## src/rtl/fetch_if.sv

```systemverilog
// Fetch-stage bus bundle: instruction-memory handshake, decode-side control
// and the IF/ID register outputs.
interface fetch_if #(
  parameter int ADDR_W = 32
);
  logic              imem_req;
  logic [ADDR_W-1:0] imem_addr;
  logic              imem_ack;
  logic [31:0]       imem_rdata;
  logic              stall_in;
  logic              redirect_valid;
  logic [ADDR_W-1:0] redirect_pc;
  logic              if_id_valid;
  logic [31:0]       if_id_instr;
  logic [ADDR_W-1:0] if_id_pc;
  logic [ADDR_W-1:0] if_id_pc4;

  modport master (
    output imem_req, imem_addr, if_id_valid, if_id_instr, if_id_pc, if_id_pc4,
    input  imem_ack, imem_rdata, stall_in, redirect_valid, redirect_pc
  );

  modport slave (
    input  imem_req, imem_addr, if_id_valid, if_id_instr, if_id_pc, if_id_pc4,
    output imem_ack, imem_rdata, stall_in, redirect_valid, redirect_pc
  );
endinterface

```

## src/rtl/fetch_stage.sv

```systemverilog
// Instruction-fetch stage with IF/ID pipeline register. Issues word fetches
// over a req/ack handshake, parks an accepted word in a skid buffer while
// decode stalls, and flushes/refetches on branch or jump redirect.
module fetch_stage #(
  parameter int                ADDR_W   = 32,
  parameter logic [ADDR_W-1:0] RESET_PC = '0
) (
  input  logic     clk,
  input  logic     rst,
  fetch_if.master  bus
);

  typedef enum logic [1:0] {IDLE, FETCH, HOLD, DRAIN} state_t;

  state_t            state_q, state_d;
  logic [ADDR_W-1:0] pc_q, pc_d;
  logic [ADDR_W-1:0] target_q, target_d;
  logic [31:0]       skid_instr_q, skid_instr_d;
  logic [ADDR_W-1:0] skid_pc_q, skid_pc_d;
  logic              if_id_valid_q, if_id_valid_d;
  logic [31:0]       if_id_instr_q, if_id_instr_d;
  logic [ADDR_W-1:0] if_id_pc_q, if_id_pc_d;
  logic [ADDR_W-1:0] if_id_pc4_q, if_id_pc4_d;
  logic [ADDR_W-1:0] redir_tgt;
  logic              imem_req;

  function automatic logic [ADDR_W-1:0] pc_inc(input logic [ADDR_W-1:0] a);
    return a + ADDR_W'(4);
  endfunction

  // Redirect targets are always word aligned.
  assign redir_tgt = bus.redirect_pc & ~ADDR_W'(3);

  // Next-state, PC and IF/ID update; priority is redirect > stall > ack.
  always_comb begin
    state_d       = state_q;
    pc_d          = pc_q;
    target_d      = target_q;
    skid_instr_d  = skid_instr_q;
    skid_pc_d     = skid_pc_q;
    if_id_valid_d = if_id_valid_q;
    if_id_instr_d = if_id_instr_q;
    if_id_pc_d    = if_id_pc_q;
    if_id_pc4_d   = if_id_pc4_q;
    imem_req      = 1'b0;
    unique case (state_q)
      IDLE: begin
        // Any ack still on the bus from before reset is ignored here.
        state_d = FETCH;
      end
      FETCH: begin
        imem_req = 1'b1;
        if (bus.redirect_valid) begin
          if_id_valid_d = 1'b0;
          if (bus.imem_ack) begin
            pc_d = redir_tgt;
          end else begin
            // Request is in flight and cannot be withdrawn: keep its address
            // on the bus and remember where to go once it completes.
            target_d = redir_tgt;
            state_d  = DRAIN;
          end
        end else if (bus.stall_in) begin
          if (bus.imem_ack) begin
            skid_instr_d = bus.imem_rdata;
            skid_pc_d    = pc_q;
            state_d      = HOLD;
          end
        end else if (bus.imem_ack) begin
          if_id_valid_d = 1'b1;
          if_id_instr_d = bus.imem_rdata;
          if_id_pc_d    = pc_q;
          if_id_pc4_d   = pc_inc(pc_q);
          pc_d          = pc_inc(pc_q);
        end else begin
          if_id_valid_d = 1'b0;
        end
      end
      HOLD: begin
        if (bus.redirect_valid) begin
          if_id_valid_d = 1'b0;
          pc_d          = redir_tgt;
          state_d       = FETCH;
        end else if (!bus.stall_in) begin
          if_id_valid_d = 1'b1;
          if_id_instr_d = skid_instr_q;
          if_id_pc_d    = skid_pc_q;
          if_id_pc4_d   = pc_inc(skid_pc_q);
          pc_d          = pc_inc(pc_q);
          state_d       = FETCH;
        end
      end
      DRAIN: begin
        imem_req      = 1'b1;
        if_id_valid_d = 1'b0;
        if (bus.redirect_valid) begin
          target_d = redir_tgt;
        end
        if (bus.imem_ack) begin
          pc_d    = bus.redirect_valid ? redir_tgt : target_q;
          state_d = FETCH;
        end
      end
      default: state_d = IDLE;
    endcase
  end

  // State, PC, skid and IF/ID registers with asynchronous reset.
  always_ff @(posedge clk or posedge rst) begin
    if (rst) begin
      state_q       <= IDLE;
      pc_q          <= RESET_PC;
      target_q      <= '0;
      skid_instr_q  <= '0;
      skid_pc_q     <= '0;
      if_id_valid_q <= 1'b0;
      if_id_instr_q <= '0;
      if_id_pc_q    <= '0;
      if_id_pc4_q   <= '0;
    end else begin
      state_q       <= state_d;
      pc_q          <= pc_d;
      target_q      <= target_d;
      skid_instr_q  <= skid_instr_d;
      skid_pc_q     <= skid_pc_d;
      if_id_valid_q <= if_id_valid_d;
      if_id_instr_q <= if_id_instr_d;
      if_id_pc_q    <= if_id_pc_d;
      if_id_pc4_q   <= if_id_pc4_d;
    end
  end

  assign bus.imem_req    = imem_req;
  assign bus.imem_addr   = pc_q;
  assign bus.if_id_valid = if_id_valid_q;
  assign bus.if_id_instr = if_id_instr_q;
  assign bus.if_id_pc    = if_id_pc_q;
  assign bus.if_id_pc4   = if_id_pc4_q;

endmodule

```

## src/flat_wrapper.sv

```systemverilog
// flat-port wrapper written by rule: the top's interface ports become plain ports
module fetch_stage_flat 
#(
  parameter int                ADDR_W   = 32,
  parameter logic [ADDR_W-1:0] RESET_PC = '0
)
  (clk, rst, bus_imem_req, bus_imem_addr, bus_if_id_valid, bus_if_id_instr, bus_if_id_pc, bus_if_id_pc4, bus_imem_ack, bus_imem_rdata, bus_stall_in, bus_redirect_valid, bus_redirect_pc);
  fetch_if #(.ADDR_W(ADDR_W)) bus_i ();
  input  logic clk;
  input  logic rst;
  output wire logic [$bits(bus_i.imem_req)-1:0] bus_imem_req;
  output wire logic [$bits(bus_i.imem_addr)-1:0] bus_imem_addr;
  output wire logic [$bits(bus_i.if_id_valid)-1:0] bus_if_id_valid;
  output wire logic [$bits(bus_i.if_id_instr)-1:0] bus_if_id_instr;
  output wire logic [$bits(bus_i.if_id_pc)-1:0] bus_if_id_pc;
  output wire logic [$bits(bus_i.if_id_pc4)-1:0] bus_if_id_pc4;
  input wire logic [$bits(bus_i.imem_ack)-1:0] bus_imem_ack;
  input wire logic [$bits(bus_i.imem_rdata)-1:0] bus_imem_rdata;
  input wire logic [$bits(bus_i.stall_in)-1:0] bus_stall_in;
  input wire logic [$bits(bus_i.redirect_valid)-1:0] bus_redirect_valid;
  input wire logic [$bits(bus_i.redirect_pc)-1:0] bus_redirect_pc;
  assign bus_imem_req = bus_i.imem_req;
  assign bus_imem_addr = bus_i.imem_addr;
  assign bus_if_id_valid = bus_i.if_id_valid;
  assign bus_if_id_instr = bus_i.if_id_instr;
  assign bus_if_id_pc = bus_i.if_id_pc;
  assign bus_if_id_pc4 = bus_i.if_id_pc4;
  assign bus_i.imem_ack = bus_imem_ack;
  assign bus_i.imem_rdata = bus_imem_rdata;
  assign bus_i.stall_in = bus_stall_in;
  assign bus_i.redirect_valid = bus_redirect_valid;
  assign bus_i.redirect_pc = bus_redirect_pc;
  fetch_stage #(.ADDR_W(ADDR_W), .RESET_PC(RESET_PC)) u_core (.clk(clk), .rst(rst), .bus(bus_i));
endmodule
```

## config.mk

```make
export PLATFORM = sky130hd
export DESIGN_NAME = fetch_stage_flat
export DESIGN_NICKNAME = d
export VERILOG_FILES = /design/src/rtl/fetch_if.sv /design/src/rtl/fetch_stage.sv /design/src/flat_wrapper.sv
export SDC_FILE = /design/constraint.sdc
export NUM_CORES = 1
export LEC_CHECK = 0
export CORE_UTILIZATION = 53
export CTS_CLUSTER_SIZE = 40
export DETAILED_ROUTE_END_ITERATION = 16
export HOLD_SLACK_MARGIN = 0.05
export PLACE_DENSITY_LB_ADDON = 0.12
export SKIP_CTS_REPAIR_TIMING = 1
export SLEW_MARGIN = 10
export SYNTH_ARGS = -nofsm -noshare
export SYNTH_HDL_FRONTEND = slang
export SYNTH_SLANG_ARGS = --single-unit
```

## constraint.sdc

```tcl
create_clock -name clk -period 8.4 [get_ports clk]
set_input_delay 1.68 -clock clk [delete_from_list [all_inputs] [get_ports clk]]
set_output_delay 1.68 -clock clk [all_outputs]
set_load 0.03 [all_outputs]
```

==> results of run 1 <==
[critical path: cells and delay by family]
family | cells | cell delay, ns
AND/OR/NAND/NOR | 2 | 1.07
AO/OA/AOI/OAI | 2 | 0.45
buffers and inverters | 3 | 1.33
[worst paths after layout]
check,to
setup / recovery,u_core.bus.imem_addr[17]
hold / removal,u_core.bus.if_id_pc4[2]
setup reg to reg,u_core.bus.imem_addr[20]
hold reg to reg,u_core.bus.if_id_pc4[2]
max in group asynchronous,u_core.bus.if_id_pc4[27]
min in group asynchronous,u_core.bus.if_id_pc[11]
[kinds of logic after synthesis]
kind of cell	after synthesis	synth area share (%)
multiplexers	96	9.61
buffers and inverters	117	4.24
AND/OR/NAND/NOR	444	18.0
adder cells (fa/ha/maj)	2	0.224
flip-flops	225	50.5
AO/OA/AOI/OAI	258	14.2
XOR/XNOR	42	3.30
[per-layer routing]
layer | vias up | track usage, % | share of wire [%]
met3 | 43 | 4.50 | 7.6
met4 | 0 | 6.49 | 1.8
li1 | 4451 | - | -
met2 | 333 | 39.6 | 44
met1 | 4525 | 43.4 | 47
met5 | - | 0 | 0
[synth_stat cells, types with 20 or more instances]
cell | number | area [sq um]
sky130_fd_sc_hd__nor3_1 | 20 | 100
sky130_fd_sc_hd__a31oi_1 | 63 | 394
sky130_fd_sc_hd__mux2_2 | 88 | 991
sky130_fd_sc_hd__o21ai_0 | 72 | 360
sky130_fd_sc_hd__dfrtp_1 | 225 | 5630
sky130_fd_sc_hd__clkbuf_1 | 85 | 319
sky130_fd_sc_hd__xnor2_1 | 23 | 201
sky130_fd_sc_hd__a21oi_1 | 59 | 295
sky130_fd_sc_hd__nor2_1 | 110 | 413
sky130_fd_sc_hd__nand3_1 | 25 | 125
sky130_fd_sc_hd__nand2_1 | 196 | 736
[cell type report]
type | instances | area (sq um) | share of cell area, %
Timing Repair Buffer | 210 | 2070 | 14.8
Tap cell | 270 | 338 | 2.42
Clock inverter | 10 | 57.6 | 0.413
Inverter | 16 | 67.6 | 0.485
Multi-Input combinational cell | 842 | 5070 | 36.4
Clock buffer | 35 | 703 | 5.05
Sequential cell | 225 | 5630 | 40.4
[metrics by stage]
stage	hold slack (ns)	util, %	area [sq um]	cells
floorplan	0.465	-	11200	1184
finish	0.485	68.2	13900	1608
CTS	0.482	68.2	13900	1608
detailed placement	0.467	64.5	13200	1563
global placement	0.460	64.5	13200	1563
global route	0.499	68.2	13900	1608
[registers in the layout (all words and copies together), names as in the netlist]
register / count
u_core.bus.if_id_pc: 32
u_core.bus.if_id_pc4: 30
u_core.bus.imem_addr: 32
u_core.skid_pc_q: 32
u_core.bus.if_id_valid: 1
u_core.state_q: 2
u_core.bus.if_id_instr: 32
u_core.skid_instr_q: 32
u_core.target_q: 32
[power by group through the flow]
stage               Combinational, mW  Clock, mW  Sequential (mW)
detailed placement               1.34          0             1.72
global route                     1.44       1.07             1.75
CTS                              1.35       1.03             1.70
floorplan                       0.547          0             1.93
global placement                 1.32          0             1.71
finish                           1.34       1.01             1.71
==> qor.log, run 1 <==
INFO  placement      place_worst_setup_slack=3.72ns
INFO  clocking       number_of_buffers_inserted_during_clock_tree_synthesis=25
INFO  sta            hold_viol=0
INFO  logic_synthesis synth_cell_type_count=56
INFO  placement      detailed_place_hpwl=19.7mm
INFO  global_routing grt.overflow.total=0
INFO  routing        drc=0
INFO  sta            timing.final.crit_share=49.7%
INFO  layout         diodes=0
INFO  sta            final.min_clock_period=4.17ns
INFO  worst_hold_path min-delay-path-class=reg -> reg
INFO  worst_setup_path worst-r2r-cell-count=6
INFO  run_status     outcome=finished clean
INFO  die            start_util=54.6%
INFO  power_and_ir_drop ir_drop=156uV
INFO  worst_hold_path timing.hold.worst.start=u_core.bus.if_id_pc4[2]
INFO  worst_setup_path reg2reg_slack=5.42ns
INFO  routing        routed_wire_length=29.6mm
INFO  logic_synthesis synth_area=0.0112sqmm
INFO  worst_setup_path slowest_delay=0.99ns
INFO  sta            timing.final.max_slew_violations=0
INFO  worst_setup_path critical_path.endpoint_type=register
INFO  global_routing antenna_found_initial=0
INFO  clocking       clock_tree_buffer_depth=3
INFO  clocking       clk_latency=0.52ns
INFO  sta            setup_viol=0
INFO  power_and_ir_drop power.switching_fraction=36.8%
INFO  worst_hold_path worst_hold_path.num_cells=2
INFO  logic_synthesis synth-async-reset-ratio=100%
INFO  worst_setup_path r2r-start=u_core.state_q[1]
INFO  clocking       root_buffer=sky130_fd_sc_hd__clkbuf_16
INFO  power_and_ir_drop power.switching=1.50mW
INFO  sta            worst_pin_slew=1.16ns
INFO  logic_synthesis synth_edf_count=0
INFO  routing        drt-wirelength-per-cell=18.4microns
INFO  layout         finalNetCount=1391
INFO  clocking       clkSlewWorstSetupHoldPaths=0.06ns
INFO  worst_setup_path crit_chain=clkdlybuf4s50_1 > buf_4 > inv_1 > nand2_1 > nor2_1 > a221oi_1 > o2bb2ai_1
INFO  logic_synthesis ys_warn_count=0
INFO  sta            slew_headroom=22.5%
INFO  placement      buffer_ports.inserted=196
INFO  global_routing grt_max_degree=104
INFO  routing        drt-pass1-iter-count=5
INFO  routing        via_count=9352
INFO  worst_setup_path cp-startpoint=bus_redirect_valid
INFO  die            die_area=0.0216sqmm
INFO  sta            rsz_0062_raised_after_global_routing=no
INFO  layout         mostFrequentLayoutCell=sky130_fd_sc_hd__dfrtp_1
INFO  global_routing number_of_global_route_vias_before_repair=8652
INFO  power_and_ir_drop pwr_dens=292mW/mm^2
INFO  die            die_width=147microns
INFO  power_and_ir_drop total_power=4.06mW
INFO  routing        ant_nets=0
INFO  die            placeableCoreArea=0.0204sqmm
INFO  worst_setup_path critical-path-slowest-cell=sky130_fd_sc_hd__nand2_1
INFO  global_routing grtUsageTotal=27.6%
INFO  sta            maxClockFrequency=0.240GHz
INFO  logic_synthesis synth_seq_area_share=50.5%
INFO  routing        route.detailed.vias_per_inst=5.82
INFO  sta            finClkSkew=0.0145ns
INFO  worst_setup_path cp-start-kind=input pin
INFO  power_and_ir_drop pwr-share-seq=42.1%
INFO  clocking       cts.sinks=225
INFO  sta            setup_tns=0ns
INFO  logic_synthesis syn-num-nets=1255
INFO  logic_synthesis syn-instance-count=1184
INFO  sta            layout_setup_ws=4.23ns
INFO  worst_setup_path cp_data_required_time=8.79ns
INFO  routing        first_iter_violations=1006
INFO  layout         filler_cell_count=1651
INFO  job            max_cap_viol_count=0
INFO  placement      finalWeightedCongestion=0.865
INFO  power_and_ir_drop comb_pwr_share=33.0%
INFO  die            die_height=147microns
INFO  layout         syn_to_final_growth=25.0%
INFO  die            pin_count=199
INFO  worst_setup_path critical_path.max_fanout=51
INFO  layout         post_route_cells_drive_above_1_share=11.4%
INFO  power_and_ir_drop power.leakage=5.73nW
INFO  logic_synthesis synth_seq_cells=225
INFO  worst_setup_path worst_ep_arrival_time=4.57ns
INFO  die            std_cell_rows=52
INFO  logic_synthesis dominant_register_cell_in_the_synthesized_netlist=sky130_fd_sc_hd__dfrtp_1
INFO  worst_setup_path crit_type=in -> reg
INFO  global_routing grt_first_pass_wirelength=47.5mm
INFO  logic_synthesis syn_area_per_cell=9.42squm
INFO  clocking       h_tree_levels=1
INFO  layout         final_cell_mix=sky130_fd_sc_hd__dfrtp_1 (225), sky130_fd_sc_hd__nand2_1 (196), sky130_fd_sc_hd__clkdlybuf4s50_1 (196)
INFO  clocking       cts_tree=built
INFO  power_and_ir_drop share_clk_of_total_power=25.0%
INFO  power_and_ir_drop power_report.internal_total=2.57mW
(Power assumes the default switching activity.)
==> run 2, diff against run 1 <==
==> constraint.sdc (replaced) <==
create_clock -name clk -period 4.1 [get_ports clk]
set_input_delay 0.82 -clock clk [delete_from_list [all_inputs] [get_ports clk]]
set_output_delay 0.82 -clock clk [all_outputs]
set_load 0.03 [all_outputs]
==> run 2 against run 1 <==
Core utilization up 0.67 points. Sequential power up 110%. Power up 110%. Global-route usage up 0.54 points. Hold slack worse by 0.0052 ns. Final cell count up 0.12%. Non-clock buffer count up 4. Register-to-register slack worse by 4.1 ns. Clock-buffer cell count down 2. Critical path type is now reg -> out. Die area unchanged. Worst setup slack worse by 3.0 ns. Largest cell class unchanged. Cell area up 0.98%.
==> qor.log, run 2 (same netlist as run 1, synthesis figures left out) <==
INFO  run_status     outcome=finished clean
INFO  sta            slew_headroom=36.8% [+14 points]
INFO  sta            timing.final.max_slew_violations=0 [unchanged]
INFO  placement      detailed_place_hpwl=20.2mm [+2.4%]
INFO  worst_setup_path crit_type=reg -> out
INFO  worst_setup_path cpLargestDelayFamily=buffers and inverters
INFO  sta            maxClockFrequency=0.350GHz
INFO  sta            timing.final.crit_share=69.6%
INFO  routing        routed_wire_length=30.2mm [+2.2%]
INFO  layout         final_cell_mix=sky130_fd_sc_hd__dfrtp_1 (225), sky130_fd_sc_hd__nand2_1 (196), sky130_fd_sc_hd__clkdlybuf4s50_1 (196)
INFO  die            std_cell_rows=52 [unchanged]
INFO  routing        drt-pass1-iter-count=6 [+1]
INFO  worst_setup_path critical_path.reg2reg.endpoint=u_core.bus.if_id_pc4[12]
INFO  die            pin_count=199 [unchanged]
INFO  worst_hold_path timing.hold.worst.start=u_core.bus.if_id_pc4[7]
INFO  sta            finClkSkew=0.00913ns [-0.00541 ns]
INFO  global_routing antenna_found_initial=0 [unchanged]
INFO  layout         post_route_cells_drive_above_1_share=11.8% [+0.36 points]
INFO  worst_hold_path min-delay-path-class=reg -> reg
INFO  worst_setup_path r2r-start=u_core.state_q[0]
INFO  global_routing grt_max_degree=105 [+0.96%]
INFO  worst_setup_path crit_chain=clkdlybuf4s50_1
INFO  power_and_ir_drop power.leakage=5.80nW [+1.2%]
INFO  power_and_ir_drop total_power=8.56mW [+110%]
INFO  die            die_height=147microns [unchanged]
INFO  power_and_ir_drop pwr_dens=608mW/mm^2 [+110%]
INFO  global_routing grt.overflow.total=0 [unchanged]
INFO  worst_setup_path worstPathBufferInverterCount=1 [-2]
INFO  routing        drt-wirelength-per-cell=18.8microns [+2.0%]
INFO  die            start_util=54.6% [unchanged]
INFO  worst_setup_path reg2reg_slack=1.37ns [-4.05 ns]
INFO  sta            setup_tns=0ns [unchanged]
INFO  clocking       number_of_buffers_inserted_during_clock_tree_synthesis=24 [-4.0%]
INFO  sta            layout_setup_ws=1.25ns [-2.98 ns]
INFO  routing        via_count=9496 [+1.5%]
INFO  layout         filler_cell_count=1635 [-0.97%]
INFO  clocking       clock_tree_buffer_depth=3 [unchanged]
INFO  global_routing grtUsageTotal=28.1% [+0.54 points]
INFO  clocking       clk_latency=0.52ns [about the same]
INFO  die            die_width=147microns [unchanged]
INFO  layout         diodes=0 [unchanged]
INFO  layout         syn_to_final_growth=26.2%
INFO  sta            setup_viol=0 [unchanged]
INFO  placement      buffer_ports.inserted=196 [unchanged]
INFO  power_and_ir_drop ir_drop=330uV [+110%]
INFO  clocking       h_tree_levels=1 [unchanged]
INFO  worst_setup_path worst-r2r-cell-count=5 [-1]
INFO  worst_setup_path critical_path.endpoint_type=primary output
INFO  routing        first_iter_violations=892 [-11%]
INFO  sta            rsz_0062_raised_after_global_routing=no
INFO  clocking       cts_tree=built
INFO  clocking       clkSlewWorstSetupHoldPaths=0.06ns [about the same]
INFO  worst_setup_path critical-path-slowest-cell=sky130_fd_sc_hd__clkdlybuf4s50_1
INFO  sta            worst_pin_slew=0.948ns [-0.211 ns]
INFO  clocking       cts.sinks=225 [unchanged]
INFO  job            max_cap_viol_count=0 [unchanged]
INFO  placement      finalWeightedCongestion=0.854 [-1.3%]
INFO  routing        drc=0 [unchanged]
INFO  routing        route.detailed.vias_per_inst=5.90 [+1.4%]
INFO  worst_setup_path cp-start-kind=register
INFO  global_routing grt_first_pass_wirelength=48.5mm [+2.0%]
INFO  worst_setup_path cp_data_required_time=3.28ns [-5.51 ns]
INFO  worst_setup_path slowest_delay=0.82ns [-0.17 ns]
INFO  worst_setup_path critical_path.max_fanout=16 [-69%]
INFO  sta            timing.hold.ws=0.479ns [-0.00524 ns]
INFO  global_routing number_of_global_route_vias_before_repair=8918 [+3.1%]
INFO  worst_setup_path cp-startpoint=u_core.bus.imem_addr[15]
INFO  worst_setup_path worst_ep_arrival_time=2.03ns [-2.54 ns]
INFO  sta            hold_viol=0 [unchanged]
INFO  routing        ant_nets=0 [unchanged]
INFO  sta            final.min_clock_period=2.85ns
INFO  die            die_area=0.0216sqmm [unchanged]
INFO  clocking       root_buffer=sky130_fd_sc_hd__clkbuf_16
INFO  worst_hold_path worst_hold_path.num_cells=2 [unchanged]
INFO  worst_hold_path worst_hold_path.endpoint=u_core.bus.if_id_pc4[7]
INFO  die            placeableCoreArea=0.0204sqmm [unchanged]
INFO  layout         finalNetCount=1394 [+0.22%]
INFO  layout         mostFrequentLayoutCell=sky130_fd_sc_hd__dfrtp_1
INFO  placement      place_worst_setup_slack=0.917ns [-2.81 ns]
## run 2: cell type report
| type | count | area, sq um | area share [%] |
|---|---|---|---|
| multi-input combinational | 842 | 5070 | 36.1 |
| clock inverter | 10 | 128 | 0.907 |
| tap | 270 | 338 | 2.40 |
| inverter | 16 | 63.8 | 0.453 |
| timing repair buffer | 214 | 2130 | 15.2 |
| sequential | 225 | 5630 | 40.0 |
| clock buffer | 33 | 706 | 5.01 |
## run 2: worst max-delay path by stage
stage                     slack, ns  depth (start not counted)                        end
after floorplan                0.34                          1  u_core.bus.if_id_instr[0]
after global placement         0.99                          7   u_core.bus.imem_addr[10]
after detailed placement       0.92                          7    u_core.bus.imem_addr[2]
after global routing           1.14                          6    u_core.bus.if_id_pc[16]
final                          1.25                          1          bus_imem_addr[15]
after CTS                      1.25                          1          bus_imem_addr[15]
## run 2: worst min-delay path: stages (launching register included)
cell                      delay, ns
sky130_fd_sc_hd__dfrtp_1       0.34
sky130_fd_sc_hd__nand2_1       0.05
sky130_fd_sc_hd__nand2_1       0.06
## run 2: routing by layer
metal	part of all wire, %	vias up	GRT usage [%]
li1	-	4450	-
met1	46	4592	42.8
met2	44	408	40.8
met3	8.8	46	5.81
met4	1.9	0	7.16
met5	0	-	0
## run 2: metrics by stage
step | cell area (sq um) | std cells | utilization [%]
6_report | 14100 | 1610 | 68.9
5_1_grt | 14100 | 1610 | 68.9
4_1_cts | 14100 | 1610 | 68.9
3_5_place_dp | 13200 | 1567 | 64.8
3_3_place_gp | 13200 | 1567 | 64.8
2_1_floorplan | 11200 | 1184 | -
## run 2: power breakdown
group	internal (mW)	switching, mW
Combinational	1.24	1.51
Sequential	2.83	0.686
Clock	1.39	0.903
==> run 3, diff against run 2 <==
==> constraint.sdc (replaced) <==
create_clock -name clk -period 2.69 [get_ports clk]
set_input_delay 0.538 -clock clk [delete_from_list [all_inputs] [get_ports clk]]
set_output_delay 0.538 -clock clk [all_outputs]
set_load 0.03 [all_outputs]
==> run 3 against run 2 <==
Hold slack got worse by 0.090 ns. Clock skew grew 0.0096 ns. Cell area up 2.4%. Worst setup slack worse by 1.1 ns.
==> qor.log, run 3 (same netlist as run 1, synthesis figures left out) <==
INFO  run_status     outcome=finished clean
INFO  clocking       cts.sinks=225 [unchanged]
INFO  placement      buffer_ports.inserted=196 [unchanged]
INFO  sta            hold_viol=0 [unchanged]
INFO  global_routing grtUsageTotal=28.7% [+0.63 points]
INFO  sta            rsz_0062_raised_after_global_routing=no
INFO  power_and_ir_drop ir_drop=508uV [+54%]
INFO  clocking       cts_tree=built
INFO  die            die_area=0.0216sqmm [unchanged]
INFO  worst_setup_path critical_path.max_fanout=11 [-5]
INFO  placement      detailed_place_hpwl=21.3mm [+5.6%]
INFO  routing        drt-pass1-iter-count=5 [-1]
INFO  layout         mostFrequentLayoutCell=sky130_fd_sc_hd__dfrtp_1
INFO  worst_setup_path cp_data_required_time=3.08ns [-0.20 ns]
INFO  worst_setup_path worst_ep_arrival_time=2.90ns [+0.87 ns]
INFO  routing        drc=0 [unchanged]
INFO  layout         syn_to_final_growth=29.3%
INFO  layout         utilization=70.6% [+1.7 points]
INFO  power_and_ir_drop pwr_dens=908mW/mm^2 [+49%]
INFO  clocking       number_of_buffers_inserted_during_clock_tree_synthesis=25 [+4.2%]
INFO  die            die_width=147microns [unchanged]
INFO  global_routing grt.overflow.total=0 [unchanged]
INFO  routing        route.detailed.vias_per_inst=5.88 [-0.29%]
INFO  routing        via_count=9668 [+1.8%]
INFO  sta            slew_headroom=53.4% [+17 points]
INFO  layout         finalNetCount=1428 [+2.4%]
INFO  worst_setup_path crit_type=reg -> reg
INFO  global_routing grt_max_degree=58 [-45%]
INFO  global_routing antenna_found_initial=0 [unchanged]
INFO  layout         final_cell_area=0.0144sqmm [+2.4%]
INFO  routing        ant_nets=0 [unchanged]
INFO  routing        drt-wirelength-per-cell=18.6microns [-0.71%]
INFO  global_routing number_of_global_route_vias_before_repair=9124 [+2.3%]
INFO  routing        first_iter_violations=879 [-1.5%]
INFO  worst_setup_path critical_path.endpoint_type=register
INFO  clocking       clk_latency=0.52ns [about the same]
INFO  power_and_ir_drop power.leakage=5.99nW [+3.2%]
INFO  sta            final.min_clock_period=2.51ns
INFO  routing        routed_wire_length=30.6mm [+1.4%]
INFO  layout         diodes=0 [unchanged]
INFO  sta            timing.final.max_slew_violations=0 [unchanged]
INFO  sta            layout_setup_ws=0.178ns [-1.07 ns]
INFO  clocking       clock_tree_buffer_depth=3 [unchanged]
INFO  sta            timing.final.crit_share=93.4%
INFO  placement      placement.cell_area=0.0136sqmm [+2.7%]
INFO  worst_setup_path cp-start-kind=register
INFO  sta            finClkSkew=0.0187ns [+0.00958 ns]
INFO  worst_hold_path min-delay-path-class=in -> async
INFO  global_routing grt_first_pass_wirelength=49.4mm [+1.9%]
INFO  sta            maxClockFrequency=0.398GHz
INFO  die            std_cell_rows=52 [unchanged]
INFO  die            start_util=54.6% [unchanged]
INFO  sta            timing.hold.ws=0.389ns [-0.0898 ns]
INFO  job            max_cap_viol_count=0 [unchanged]
INFO  clocking       root_buffer=sky130_fd_sc_hd__clkbuf_16
INFO  die            die_height=147microns [unchanged]
INFO  clocking       h_tree_levels=1 [unchanged]
INFO  clocking       clkSlewWorstSetupHoldPaths=0.06ns [about the same]
INFO  die            placeableCoreArea=0.0204sqmm [unchanged]
INFO  die            pin_count=199 [unchanged]
INFO  layout         filler_cell_count=1599 [-2.2%]
INFO  layout         post_route_cells_drive_above_1_share=13.9% [+2.1 points]
INFO  sta            worst_pin_slew=0.699ns [-0.249 ns]
INFO  placement      place_worst_setup_slack=0.178ns [-0.739 ns]
INFO  placement      finalWeightedCongestion=0.863 [+1.0%]
INFO  layout         final_cell_mix=sky130_fd_sc_hd__dfrtp_1 (225), sky130_fd_sc_hd__nand2_1 (196), sky130_fd_sc_hd__clkdlybuf4s50_1 (196)
INFO  sta            setup_viol=0 [unchanged]
==> run 3: power by group <==
part	total (mW)	internal (mW)	switching (mW)
clock	3.40	2.03	1.37
sequential	5.27	4.32	0.949
combinational	4.43	1.98	2.44
total	13.1	8.33	4.76
==> run 3: layer usage <==
metal	wire, microns	track usage (%)	part of all wire, %
met3	2820	5.00	9.2
met5	0	0	0
met1	13800	43.6	45
met4	658	7.58	2.1
met2	13400	42.5	44
==> run 3: area by class of cell <==
| type | instances | area (sq um) | share of cell area, % |
|---|---|---|---|
| Timing Repair Buffer | 247 | 2490 | 17.3 |
| Clock buffer | 34 | 709 | 4.92 |
| Clock inverter | 10 | 105 | 0.729 |
| Inverter | 16 | 63.8 | 0.443 |
| Sequential cell | 225 | 5630 | 39.1 |
| Multi-Input combinational cell | 842 | 5070 | 35.2 |
| Tap cell | 270 | 338 | 2.34 |
==> run 3: stage by stage <==
| stage | TNS [ns] | power (mW) | std cells |
|---|---|---|---|
| detailed placement | 0 | 9.70 | 1600 |
| global placement | 0 | 9.57 | 1600 |
| global route | 0 | 13.7 | 1644 |
| finish | 0 | 13.1 | 1644 |
| CTS | 0 | 13.1 | 1644 |
| floorplan | -176.85 | 7.74 | 1184 |
==> run 3: worst paths after layout <==
path                                          from                        to  slack [ns]  depth (start not counted)
max reg2reg                u_core.bus.imem_addr[4]  u_core.bus.if_id_pc4[28]        0.18                          6
min reg2reg                u_core.bus.if_id_pc4[7]   u_core.bus.if_id_pc4[7]        0.48                          2
min                                            rst      u_core.skid_pc_q[11]        0.39                          2
min in group clk           u_core.bus.if_id_pc4[7]   u_core.bus.if_id_pc4[7]        0.48                          2
max in group asynchronous                      rst   u_core.skid_instr_q[21]        1.65                          3
max                        u_core.bus.imem_addr[4]  u_core.bus.if_id_pc4[28]        0.18                          6
==> run 3: worst max-delay path, stage by stage (launching register included) <==
cell and delay (ns):
sky130_fd_sc_hd__dfrtp_1 0.60, sky130_fd_sc_hd__nand3_1 0.35, sky130_fd_sc_hd__nor4_1 0.43, sky130_fd_sc_hd__buf_4 0.25, sky130_fd_sc_hd__and3_1 0.30, sky130_fd_sc_hd__xor2_1 0.11
sky130_fd_sc_hd__a221o_1 0.34
